**src/rtl/miner_pkg.sv**
```systemverilog
// Shared types and helpers for the nonce dispatcher block.
package miner_pkg;

  typedef enum logic [1:0] {IDLE, RUN, HIT, DONE} state_t;

  localparam int DEF_NONCE_W = 32;
  localparam int DEF_PAD_W   = 44;

  function automatic logic [4:0] popcount(input logic [15:0] v);
    logic [4:0] c;
    c = '0;
    for (int i = 0; i < 16; i++) c = c + 5'(v[i]);
    return c;
  endfunction

endpackage

```
**src/rtl/nonce_lane_gen.sv**
```systemverilog
// Combinational fan-out of one base nonce into LANES consecutive nonces.
// Padded output only exists when NONCE_DISPATCH_PAD_EN is defined.
module nonce_lane_gen
  import miner_pkg::*;
#(
  parameter int NONCE_W = DEF_NONCE_W,
  parameter int PAD_W   = DEF_PAD_W,
  parameter int LANES   = 4,
  parameter logic [PAD_W-NONCE_W-1:0] PAD_VALUE = '0
) (
  input  logic                     en,
  input  logic [NONCE_W:0]         base,
  input  logic [NONCE_W-1:0]       last,
  output logic [LANES-1:0]         lane_mask,
  output logic [LANES*NONCE_W-1:0] nonce_bus,
  output logic [LANES*PAD_W-1:0]   padded_bus
);

  for (genvar i = 0; i < LANES; i++) begin : g_lane
    logic [NONCE_W:0] n;
    // Extended compare so lanes past an all-ones range_last never alias to 0.
    assign n            = base + (NONCE_W+1)'(i);
    assign lane_mask[i] = en && (n <= {1'b0, last});
    assign nonce_bus[i*NONCE_W +: NONCE_W] = lane_mask[i] ? n[NONCE_W-1:0] : '0;
`ifdef NONCE_DISPATCH_PAD_EN
    assign padded_bus[i*PAD_W +: PAD_W] = lane_mask[i] ? {PAD_VALUE, n[NONCE_W-1:0]} : '0;
`endif
  end

`ifndef NONCE_DISPATCH_PAD_EN
  assign padded_bus = '0;
`endif

endmodule

```
**src/rtl/nonce_dispatcher.sv**
```systemverilog
// Splits an inclusive nonce range across LANES hash cores, stopping on
// exhaustion, abort or first hit. Optional pad logic: NONCE_DISPATCH_PAD_EN.
module nonce_dispatcher
  import miner_pkg::*;
#(
  parameter int NONCE_W = DEF_NONCE_W,
  parameter int PAD_W   = DEF_PAD_W,
  parameter int LANES   = 4,
  parameter logic [PAD_W-NONCE_W-1:0] PAD_VALUE = '0
) (
  input  logic                     osc_clk,
  input  logic                     reset,
  input  logic                     start,
  input  logic                     abort,
  input  logic [NONCE_W-1:0]       range_start,
  input  logic [NONCE_W-1:0]       range_last,
  output logic                     out_valid,
  input  logic                     out_ready,
  output logic [LANES-1:0]         lane_mask,
  output logic [LANES*NONCE_W-1:0] nonce_bus,
  output logic [LANES*PAD_W-1:0]   padded_bus,
  input  logic                     hit_valid,
  input  logic [NONCE_W-1:0]       hit_nonce,
  output logic                     busy,
  output logic                     done,
  output logic                     found,
  output logic [NONCE_W-1:0]       found_nonce,
  output logic [NONCE_W:0]         issued_cnt
);

  state_t             state;
  logic [NONCE_W:0]   base;
  logic [NONCE_W:0]   base_next;
  logic [NONCE_W-1:0] last;
  logic [15:0]        mask16;
  logic               xfer;

  assign out_valid = (state == RUN);
  assign busy      = (state == RUN);
  assign done      = (state == DONE);
  assign found     = (state == HIT);
  assign xfer      = out_valid && out_ready;
  assign base_next = base + (NONCE_W+1)'(LANES);

  always_comb begin
    mask16 = '0;
    mask16[LANES-1:0] = lane_mask;
  end

  nonce_lane_gen #(
    .NONCE_W(NONCE_W), .PAD_W(PAD_W), .LANES(LANES), .PAD_VALUE(PAD_VALUE)
  ) u_lane_gen (
    .en        (state == RUN),
    .base      (base),
    .last      (last),
    .lane_mask (lane_mask),
    .nonce_bus (nonce_bus),
    .padded_bus(padded_bus)
  );

  always_ff @(posedge osc_clk) begin
    if (reset || abort) begin
      state       <= IDLE;
      base        <= '0;
      last        <= '0;
      issued_cnt  <= '0;
      found_nonce <= '0;
    end else if (start && state != RUN) begin
      base        <= {1'b0, range_start};
      last        <= range_last;
      issued_cnt  <= '0;
      found_nonce <= '0;
      state       <= (range_start > range_last) ? DONE : RUN;
    end else if (state == RUN) begin
      if (xfer) begin
        issued_cnt <= issued_cnt + (NONCE_W+1)'(popcount(mask16));
        base       <= base_next;
      end
      // A hit wins over exhaustion when both land in the same cycle.
      if (hit_valid) begin
        state       <= HIT;
        found_nonce <= hit_nonce;
      end else if (xfer && base_next > {1'b0, last}) begin
        state <= DONE;
      end
    end
  end

endmodule

```
**config.mk**
```make
export PLATFORM = sky130hd
export DESIGN_NAME = nonce_dispatcher
export DESIGN_NICKNAME = d
export VERILOG_FILES = /design/src/rtl/miner_pkg.sv /design/src/rtl/nonce_lane_gen.sv /design/src/rtl/nonce_dispatcher.sv
export SDC_FILE = /design/constraint.sdc
export NUM_CORES = 1
export LEC_CHECK = 0
export ABC_AREA = 1
export CORE_AREA = 2 2 185 187
export DETAILED_ROUTE_END_ITERATION = 12
export DIE_AREA = 0 0 187 189
export GPL_TIMING_DRIVEN = 0
export PLACE_DENSITY_LB_ADDON = 0.15
export SLEW_MARGIN = 20
export SYNTH_ARGS = -nofsm -noshare
export SYNTH_HDL_FRONTEND = slang
export SYNTH_SLANG_ARGS = --single-unit
```
**constraint.sdc**
```tcl
create_clock -name osc_clk -period 8 [get_ports osc_clk]
set_clock_uncertainty 0.2 [all_clocks]
set_input_delay 1.6 -clock osc_clk [delete_from_list [all_inputs] [get_ports osc_clk]]
set_output_delay 1.6 -clock osc_clk [all_outputs]
set_load 0.01 [all_outputs]
```
**Word-level counts from Yosys, hierarchy flattened**

Cells that the tools add are included.

- Register bits after elaboration: 132
- Input bits: 102
- Output and inout bits: 377
- Word-level logic and storage cells: 52

- Add/sub/neg operators: 8
- $lt $le $gt $ge: 6
- Equal/unequal tests: 4
- Mux-type cells: 12
- Reductions and logical operators: 16

Operators with widths:

| cell | number |
|---|---|
| 2-to-1 mux 32 bit | 7 |
| <= comparator 33 x 32 -> 1 bit | 4 |
| adder 33 x 2 -> 33 bit (second input constant) | 2 |
| adder 33 x 1 -> 33 bit (second input constant) | 1 |
| adder 33 x 3 -> 33 bit (second input constant) | 1 |
| adder 33 x 4 -> 33 bit | 1 |
| > comparator 33 x 32 -> 1 bit | 1 |
| > comparator 32 bit | 1 |
| 2-to-1 mux 2 bit | 5 |
| AND reduction 2 bit | 4 |
| logical AND 1 bit | 7 |
| adder 3 x 1 -> 4 bit | 1 |
| equality test 2 bit (second input constant) | 2 |
| nonzero test 2 bit | 2 |
| adder 2 x 1 -> 3 bit | 1 |
| nonzero test 3 bit | 1 |
| adder 1 x 1 -> 2 bit | 1 |
| equality test 2 x 1 -> 1 bit (second input constant) | 1 |
| inequality test 2 x 1 -> 1 bit (second input constant) | 1 |
| OR reduction 2 bit | 1 |
| logical OR 1 bit | 1 |

**Depth between registers and ports, before layout**

Gate-level depths: netlist of run 1.

- Word-level depth: 7
- Depth in mapped cells: 37
- Gate-level depth less buffers: 36

**By module**

Synthesis of run 1 repeated with hierarchy kept, for this count alone.

- Cell total of the unflattened synthesis: 2,380
- Area, all modules: 15,489.9 um^2

By module, submodules not included:

| module | times used | cells an instance | area an instance (um^2) | seq. area each (um^2) |
|---|---|---|---|---|
| nonce_dispatcher | 1 | 1,134 | 7,872.6 | 2,642.5 |
| nonce_lane_gen | 1 | 1,246 | 7,617.3 | 0.0 |

**Least setup slack after synthesis of run 1**

OpenSTA, ideal clock, no wires.

- Path type: register -> register
- Start point: reg base[2]
- End point: reg issued_cnt[30]
- Setup time: 0.128 ns
- Data arrival time: 5.288 ns
- Data required time: 7.672 ns
- Path slack: 2.384 ns
- Stages on the path, launching flop included: 35
- Path buffers: 1
- Period minus slack after synthesis: 5.616 ns
- Cell sequence: dfxtp_1 -> ha_1 -> inv_1 -> nor2_2 -> inv_1 -> nor2_2 -> inv_1 -> nor2_2 -> inv_1 -> nor2_1 -> nand2_1 -> xor2_1 -> inv_1 -> ha_1 -> nand4_1 -> inv_1 -> a21oi_1 -> nor3_1 -> nor2_2 -> nand3_1 -> nand2_2 -> nand2_4 -> buf_12 -> fa_1 -> fa_1 -> inv_1 -> fa_1 -> nand3_1 -> nor2_2 -> nand3_1 -> nor4_2 -> nand3_1 -> nor2_1 -> xnor2_1 -> nor2_1

- Cells in the longest elaborated chain, start to end: 7
- Elaborated cells on any way between the ends: 15
- Those cells by class: add/sub: 7; order compare: 4; reduce/logical: 4

Ends and longest elaborated chain:

| element | line | text |
|---|---|---|
| from (decl) | nonce_dispatcher.sv:32 | `logic [NONCE_W:0] base;` |
| from (signal assigned) | nonce_dispatcher.sv:69 | `base <= {1'b0, range_start};` |
| from (signal assigned) | nonce_dispatcher.sv:77 | `base <= base_next;` |
| adder 33 x 1 -> 33 bit | nonce_lane_gen.sv:22 | `assign n = base + (NONCE_W+1)'(i);` |
| <= comparator 33 x 32 -> 1 bit | nonce_lane_gen.sv:23 | `assign lane_mask[i] = en && (n <= {1'b0, last});` |
| logical AND 1 bit | nonce_lane_gen.sv:23 |  |
| adder 1 x 1 -> 2 bit | miner_pkg.sv:12 | `for (int i = 0; i < 16; i++) c = c + 5'(v[i]);` |
| adder 2 x 1 -> 3 bit | miner_pkg.sv:12 |  |
| adder 3 x 1 -> 4 bit (*) | miner_pkg.sv:12 |  |
| adder 33 x 4 -> 33 bit (*) | nonce_dispatcher.sv:76 | `issued_cnt <= issued_cnt + (NONCE_W+1)'(popcount(mask16));` |
| to (signal assigned) | nonce_dispatcher.sv:76 |  |
| to (decl) | nonce_dispatcher.sv:28 | `output logic [NONCE_W:0] issued_cnt` |

Mark *: on every way between the ends. The rest lies on a longest branch, timed or not.
A chain may end at the register's enable or synchronous reset.

**Worst setup path in the final report of run 1**

- Start point: reg base[0]
- End point: out nonce_bus[121]

- Cells in the longest elaborated chain, start to end: 4

Ends and longest elaborated chain:

| element | line | text |
|---|---|---|
| adder 33 x 2 -> 33 bit (*) | nonce_lane_gen.sv:22 |  |
| <= comparator 33 x 32 -> 1 bit | nonce_lane_gen.sv:23 |  |
| logical AND 1 bit | nonce_lane_gen.sv:23 |  |
| 2-to-1 mux 32 bit (*) | nonce_lane_gen.sv:24 | `assign nonce_bus[i*NONCE_W +: NONCE_W] = lane_mask[i] ? n[NONCE_W-1:0] : '0;` |
| to (decl) | nonce_dispatcher.sv:20 | `output logic [LANES*NONCE_W-1:0] nonce_bus,` |

Marked as above.

==> run metrics, run 1 <==
outcome=completed; ant diodes=0; TritonCTS clock tree=yes; Final GP Congestion=1.04; worst path required time=6200 ps; vias per cell=5.01; Post-CTS Setup Inserts=0; worst min-delay path class=reg -> reg; RSZ-0062 raised after global routing=no; Area Overhead vs Synth=32.0%; Critical Path Max Stage Delay=510 ps; vias post-DR=15,871; Distinct cells, synth=42; drt wl/cell=18.6 um; Setup TNS Final=0 ps; num rows=67; Clock Tree Buf Depth=2; detailed placement HPWL=50.9 mm; CP Launch Type=flop; Final Setup Violations=0; Mapped Cells=2,209; DRC=0; CP Capture Type=output port; Worst Hold Depth=2; clk_lat worst skew=430 ps; total leakage power=9.53 nW; CTS buffer count=17; post-synthesis sequential area ratio=17.5%; Tmin final=7800 ps; DIE HEIGHT=189 um; initial antenna violation count=1; Worst Path Max Fanout=11; initial DRC count=1,230; Final Hold Fails=0; Yosys warnings=0; Final ANT Viol Nets=0; crit path DAT=6000 ps; WP buf/inv=6; hold_ws=264 ps; Post-Place Cell Area=0.0193 mm2; Post-synth EDFFs=0; fin area=0.0199 mm2; Total Wirelength=59.0 mm; fmax=128 MHz; Crit Path Category=reg -> out; Synth Area per Inst=6.82 um2; clock root cell=clkbuf_16; clk sink count=132; GRT Resource Usage Total=32.4%; I/O pins=479; CTS Hold Buffers Added=0; Nets=3,003; Cell Pwr Density=109 mW/mm2; CP delay by family, top=buffers and inverters; slowest stage cell, crit path=clkdlybuf4s50_1; Mapped Area=0.0151 mm2; Max-cap violations=0; total grt overflow=0; worst slew pin tran=959 ps; die width=187 um; Top cell by count, worst path=nand2_1; Port Buffers=301; Slew HR=35.5%; vias in the first global route=15,260; top_reg_cell synth=dfxtp_1; first-pass GRT wire length=88.0 mm; Seq cells post-synth=132; pins over their slew limit=0; Crit path depth=25; Starting Density=45.3%; ys async rst share=0%; final period utilization=97.6%; Tot Pwr=2.18 mW; Total Die Area=0.0353 mm2; 1st-pass router iterations=5; VDD IR max=0.131 mV; largest net degree at the start of global routing=17; proportion of layout cells with a drive suffix above 1=12.6%; Core Region=0.0333 mm2; H-tree depth=4; Clock transition at path regs=60 ps; R2R cell count=32
[cell usage in the layout (no fill, tap or decap), types with 59 or more instances in the layout]
cell type	count
buf_4	190
nor2_4	59
a21oi_1	169
inv_1	312
ha_1	194
nand2_1	395
nand3_1	68
clkdlybuf4s50_1	301
nor2_1	210
dfxtp_1	132
nand4_1	61
xor2_1	110
conb_1	176
o21ai_0	80
[state kept, by name, summed over array words and instances, names as in the netlist]
signal and flops:
state 2, last 32, base 33, issued_cnt 33, found_nonce 32
[metrics by stage]
step	cells	util, %	worst slack, ps
2_1_floorplan	2384	-	2380
6_report	3165	59.8	195
5_1_grt	3165	59.8	7.41
4_1_cts	3165	59.8	234
3_5_place_dp	3133	58.0	60.8
3_3_place_gp	3133	58.0	109
[cells in the mapped netlist (27+ instances only)]
cell	count	area share, %
clkbuf_1	38	0.95
ha_1	194	16
inv_1	312	7.8
nor3_1	34	1.1
nor2_1	210	5.2
nand2_1	395	9.8
xor2_1	110	6.4
nand3_1	68	2.3
a21oi_1	169	5.6
a31oi_1	27	1.1
nand4_1	61	2.5
nor2_4	59	4.4
o21ai_0	80	2.7
dfxtp_1	132	18
buf_4	190	9.5
[report_power, final]
group          switching, mW  total, mW  internal [mW]
Combinational          0.427      0.706          0.278
Clock                  0.321      0.784          0.464
Sequential            0.0142      0.687          0.672
Total                  0.762       2.18           1.41
[area by class of cell]
type,count,area (um2)
Buffer,251,1770
Clock inverter,13,153
Sequential cell,132,2640
Tap cell,448,561
Clock buffer,19,433
Timing Repair Buffer,301,3010
Multi-Input combinational cell,1678,10100
Inverter,323,1220
Fill cell,3262,13400
[final timing paths]
| kind | to | from | slack (ps) |
|---|---|---|---|
| worst max-delay path | nonce_bus[121] | base[0] | 200 |
| worst min-delay path | found_nonce[19] | found_nonce[19] | 260 |
| worst max register to register | issued_cnt[30] | base[1] | 480 |
| worst min register to register | found_nonce[19] | found_nonce[19] | 260 |
[cells by family (layout without fill, tap and decap cells)]
group	Yosys count	after routing	synth area share, %
and+or+nand+nor	883	883	28.5
buffers and inverters	574	907	19.8
AOI/OAI and AO/OA	307	307	11.0
adders and majority gates	197	197	16.5
DFF	132	132	17.5
xor gates and xnor gates	115	115	6.68
other	1	176	0.0249
[metal layers]
| metal | share of wire (%) | vias up | global-route usage, % |
|---|---|---|---|
| met5 | 0 | - | 0 |
| met4 | 4.0 | 0 | 13.2 |
| met3 | 7.3 | 98 | 5.25 |
| met2 | 47 | 686 | 56.0 |
| met1 | 42 | 7336 | 40.3 |
| li1 | - | 7751 | - |
[what timing repair did]
| action | in CTS | in global routing |
|---|---|---|
| setup endpoints to repair | 33 | 29 |
| gates cloned | 0 | 0 |
| gates resized for setup | 1 | 2 |
[worst min-delay path, delay by kind of cell, from the launching register on]
family           cells  cell delay, ps
AO/OA/AOI/OAI        1              50
flip-flops           1             310
AND/OR/NAND/NOR      1              60
No activity file was read; power rests on OpenSTA's default activity.
==> run 2, diff against run 1 <==
--- a/config.mk
+++ b/config.mk
@@ -6,10 +6,9 @@
 export NUM_CORES = 1
 export LEC_CHECK = 0
 export ABC_AREA = 1
-export CORE_AREA = 2 2 185 187
+export CORE_MARGIN = 2
+export CORE_UTILIZATION = 46
 export DETAILED_ROUTE_END_ITERATION = 12
-export DIE_AREA = 0 0 187 189
-export GPL_TIMING_DRIVEN = 0
 export PLACE_DENSITY_LB_ADDON = 0.15
 export SLEW_MARGIN = 20
 export SYNTH_ARGS = -nofsm -noshare
==> run 2 against run 1 <==
Against the previous run:
- cell count is 7.3% lower
- sequential cell count unchanged
- critical path depth shrank 8
- hold slack worse by 4.7 ps
- utilization is 3.0 points lower
- worst setup slack gained 47 ps
- die area shrank 3.1%
- critical endpoint is now nonce_bus[111]
==> run metrics, run 2 (same netlist as run 1, synthesis figures left out) <==
Port Buffers=302 (+0.33%); Critical Path Max Stage Delay=660 ps (+150 ps); initial antenna violation count=2 (+1); clk sink count=132 (unchanged); Nets=2,777 (-7.5%); first-pass GRT wire length=85.5 mm (-2.9%); H-tree depth=4 (unchanged); share of power burned in registers=32.4% (+0.9 points); Net Sw Frac=34.2% (-0.83 points); Setup TNS Final=0 ps (unchanged); worst path required time=6200 ps (about the same); CTS Hold Buffers Added=0 (unchanged); CP cell instances=clkinvlp_4 > ha_1 > nor2_1 > nand4_1 > xor2_1 > inv_1 > ha_1 > nand4_1 > inv_1 > nand4_1 > nor3_1 > nand4_1 > nand2_1 > nand2_1 > buf_4 > nor2_1 > clkdlybuf4s50_1; Total Wirelength=58.0 mm (-1.7%); TritonCTS clock tree=yes; 1st-pass router iterations=5 (unchanged); commonest non-fill, non-tap cell in the layout=nand2_1; CP Launch Type=flop; pins over their slew limit=0 (unchanged); DIE HEIGHT=185 um (-2.1%); Starting Density=46.6% (+1.3 points); CTS buffer count=17 (unchanged); Core Region=0.0324 mm2 (-2.7%); Post-Place Cells=2,901 (-7.4%); crit path DAT=5960 ps (-40 ps); final period utilization=97.0% (-0.59 points); Cell Pwr Density=116 mW/mm2 (+6.5%); outcome=completed; clk_lat worst skew=430 ps (about the same); num rows=66 (-1.5%); Slew HR=35.1% (-0.38 points); Max-cap violations=0 (unchanged); clock root cell=clkbuf_16; total leakage power=8.49 nW (-11%); Layout Cells excl Fill=2,934 (-7.3%); Final Setup Violations=0 (unchanged); largest net degree at the start of global routing=55 (+38); Final Hold Fails=0 (unchanged); vias per cell=5.21 (+4.0%); most frequent cells in the layout=nand2_1, inv_1, clkdlybuf4s50_1; Tmin final=7760 ps (-47.4 ps); biggest regs=base x33, issued_cnt x33; Psw=0.731 mW (-4.0%); FF+latch area=0.00264 mm2 (unchanged); I/O pins=479 (unchanged); GRT Resource Usage Total=33.3% (+0.86 points); Clock Tree Buf Depth=2 (unchanged); worst slew pin tran=972 ps (+13.2 ps); fill cell total of the finished layout=3,247 (-0.46%); Clock transition at path regs=60 ps (about the same); fin area=0.0184 mm2 (-7.6%); Post-Place Cell Area=0.0177 mm2 (-8.2%); Worst Path Max Fanout=15 (+4); RSZ-0062 raised after global routing=no; WP buf/inv=5 (-1); drt wl/cell=19.8 um (+6.0%); Top cell by count, worst path=nand4_1; VDD IR max=0.173 mV (+32%); vias post-DR=15,298 (-3.6%); initial DRC count=1,217 (-1.1%); combinational share of power=29.0% (-3.4 points); proportion of layout cells with a drive suffix above 1=6.54% (-6.1 points); worst min-delay path class=reg -> reg; Final ANT Viol Nets=0 (unchanged); CP delay by family, top=simple AND/OR/NAND/NOR gates; slowest stage cell, crit path=dfxtp_1; vias in the first global route=14,410 (-5.6%); fmax=129 MHz (+0.61%); DRC=0 (unchanged); Tot Pwr=2.14 mW (-1.6%); Total Die Area=0.0342 mm2 (-3.1%); detailed placement HPWL=48.5 mm (-4.7%); Crit Path Category=reg -> out; Area Overhead vs Synth=22.0%; Final GP Congestion=1.07 (+2.5%); die width=185 um (-1.1%); CP Capture Type=output port; Pint=1.41 mW (-0.39%); area of the multi-input gates=0.0101 mm2 (+0.33%); clock power share=38.6% (+2.6 points); total grt overflow=0 (unchanged)
run 2: changes by cell type in the layout (fill, tap and decap cells not counted), sizes merged:
cell	delta
clkdlybuf4s50	+1
clkbuf	-32
bufinv	+1
inv	-3
clkinv	+2
diode	+1
clkinvlp	-5
buf	-190
run 2: power by group through the flow:
stage                     clock network, mW  registers (mW)  logic (mW)
after floorplan                           0           0.696       0.467
after global placement                    0           0.706       0.600
after detailed placement                  0           0.707       0.605
after CTS                             0.835           0.692       0.608
after global routing                  0.861           0.695       0.682
final                                 0.827           0.694       0.620
run 2: what timing repair did:
item,4_1_cts,5_1_grt
setup endpoints to repair,5,58
setup buffers,0,0
resized for setup,1,6
run 2: worst paths after layout:
check | startpoint | end | slack (ps) | cells past startpoint
worst max register to register | base[1] | issued_cnt[30] | 890 | 30
worst min-delay path | found_nonce[26] | found_nonce[26] | 260 | 2
worst min register to register | found_nonce[26] | found_nonce[26] | 260 | 2
worst max-delay path | base[1] | nonce_bus[111] | 240 | 17
run 2: final cells by class:
cell class	count	area share, %
multi-input cells	1678	55.2
repair buffers	326	17.5
flip-flops and latches	132	14.4
inverters	323	6.62
well taps	442	3.01
clock buffers	24	2.67
clock inverters	8	0.667
diodes	1	0.0136
run 2: metal layers:
| metal | GRT usage, % | wire length (um) |
|---|---|---|
| met2 | 53.3 | 26100 |
| met4 | 14.4 | 2510 |
| met3 | 6.17 | 4970 |
| met5 | 0 | 0 |
| met1 | 43.7 | 24400 |
run 2: through the flow:
stage / hold slack (ps) / utilization, % / setup slack (ps)
6_report: 259 / 56.8 / 243
5_1_grt: 278 / 56.8 / 6.05
4_1_cts: 262 / 56.7 / 107
3_5_place_dp: 254 / 54.8 / 374
3_3_place_gp: 248 / 54.8 / 314
2_1_floorplan: 249 / - / 2380
run 2: worst register-to-register path, delay by kind of cell (launching register included):
family / cells / cell delay, ps
xor+xnor: 2 / 550
fa+ha+maj: 5 / 1750
buf+inv: 6 / 650
flops: 1 / 660
simple gates: 17 / 3130
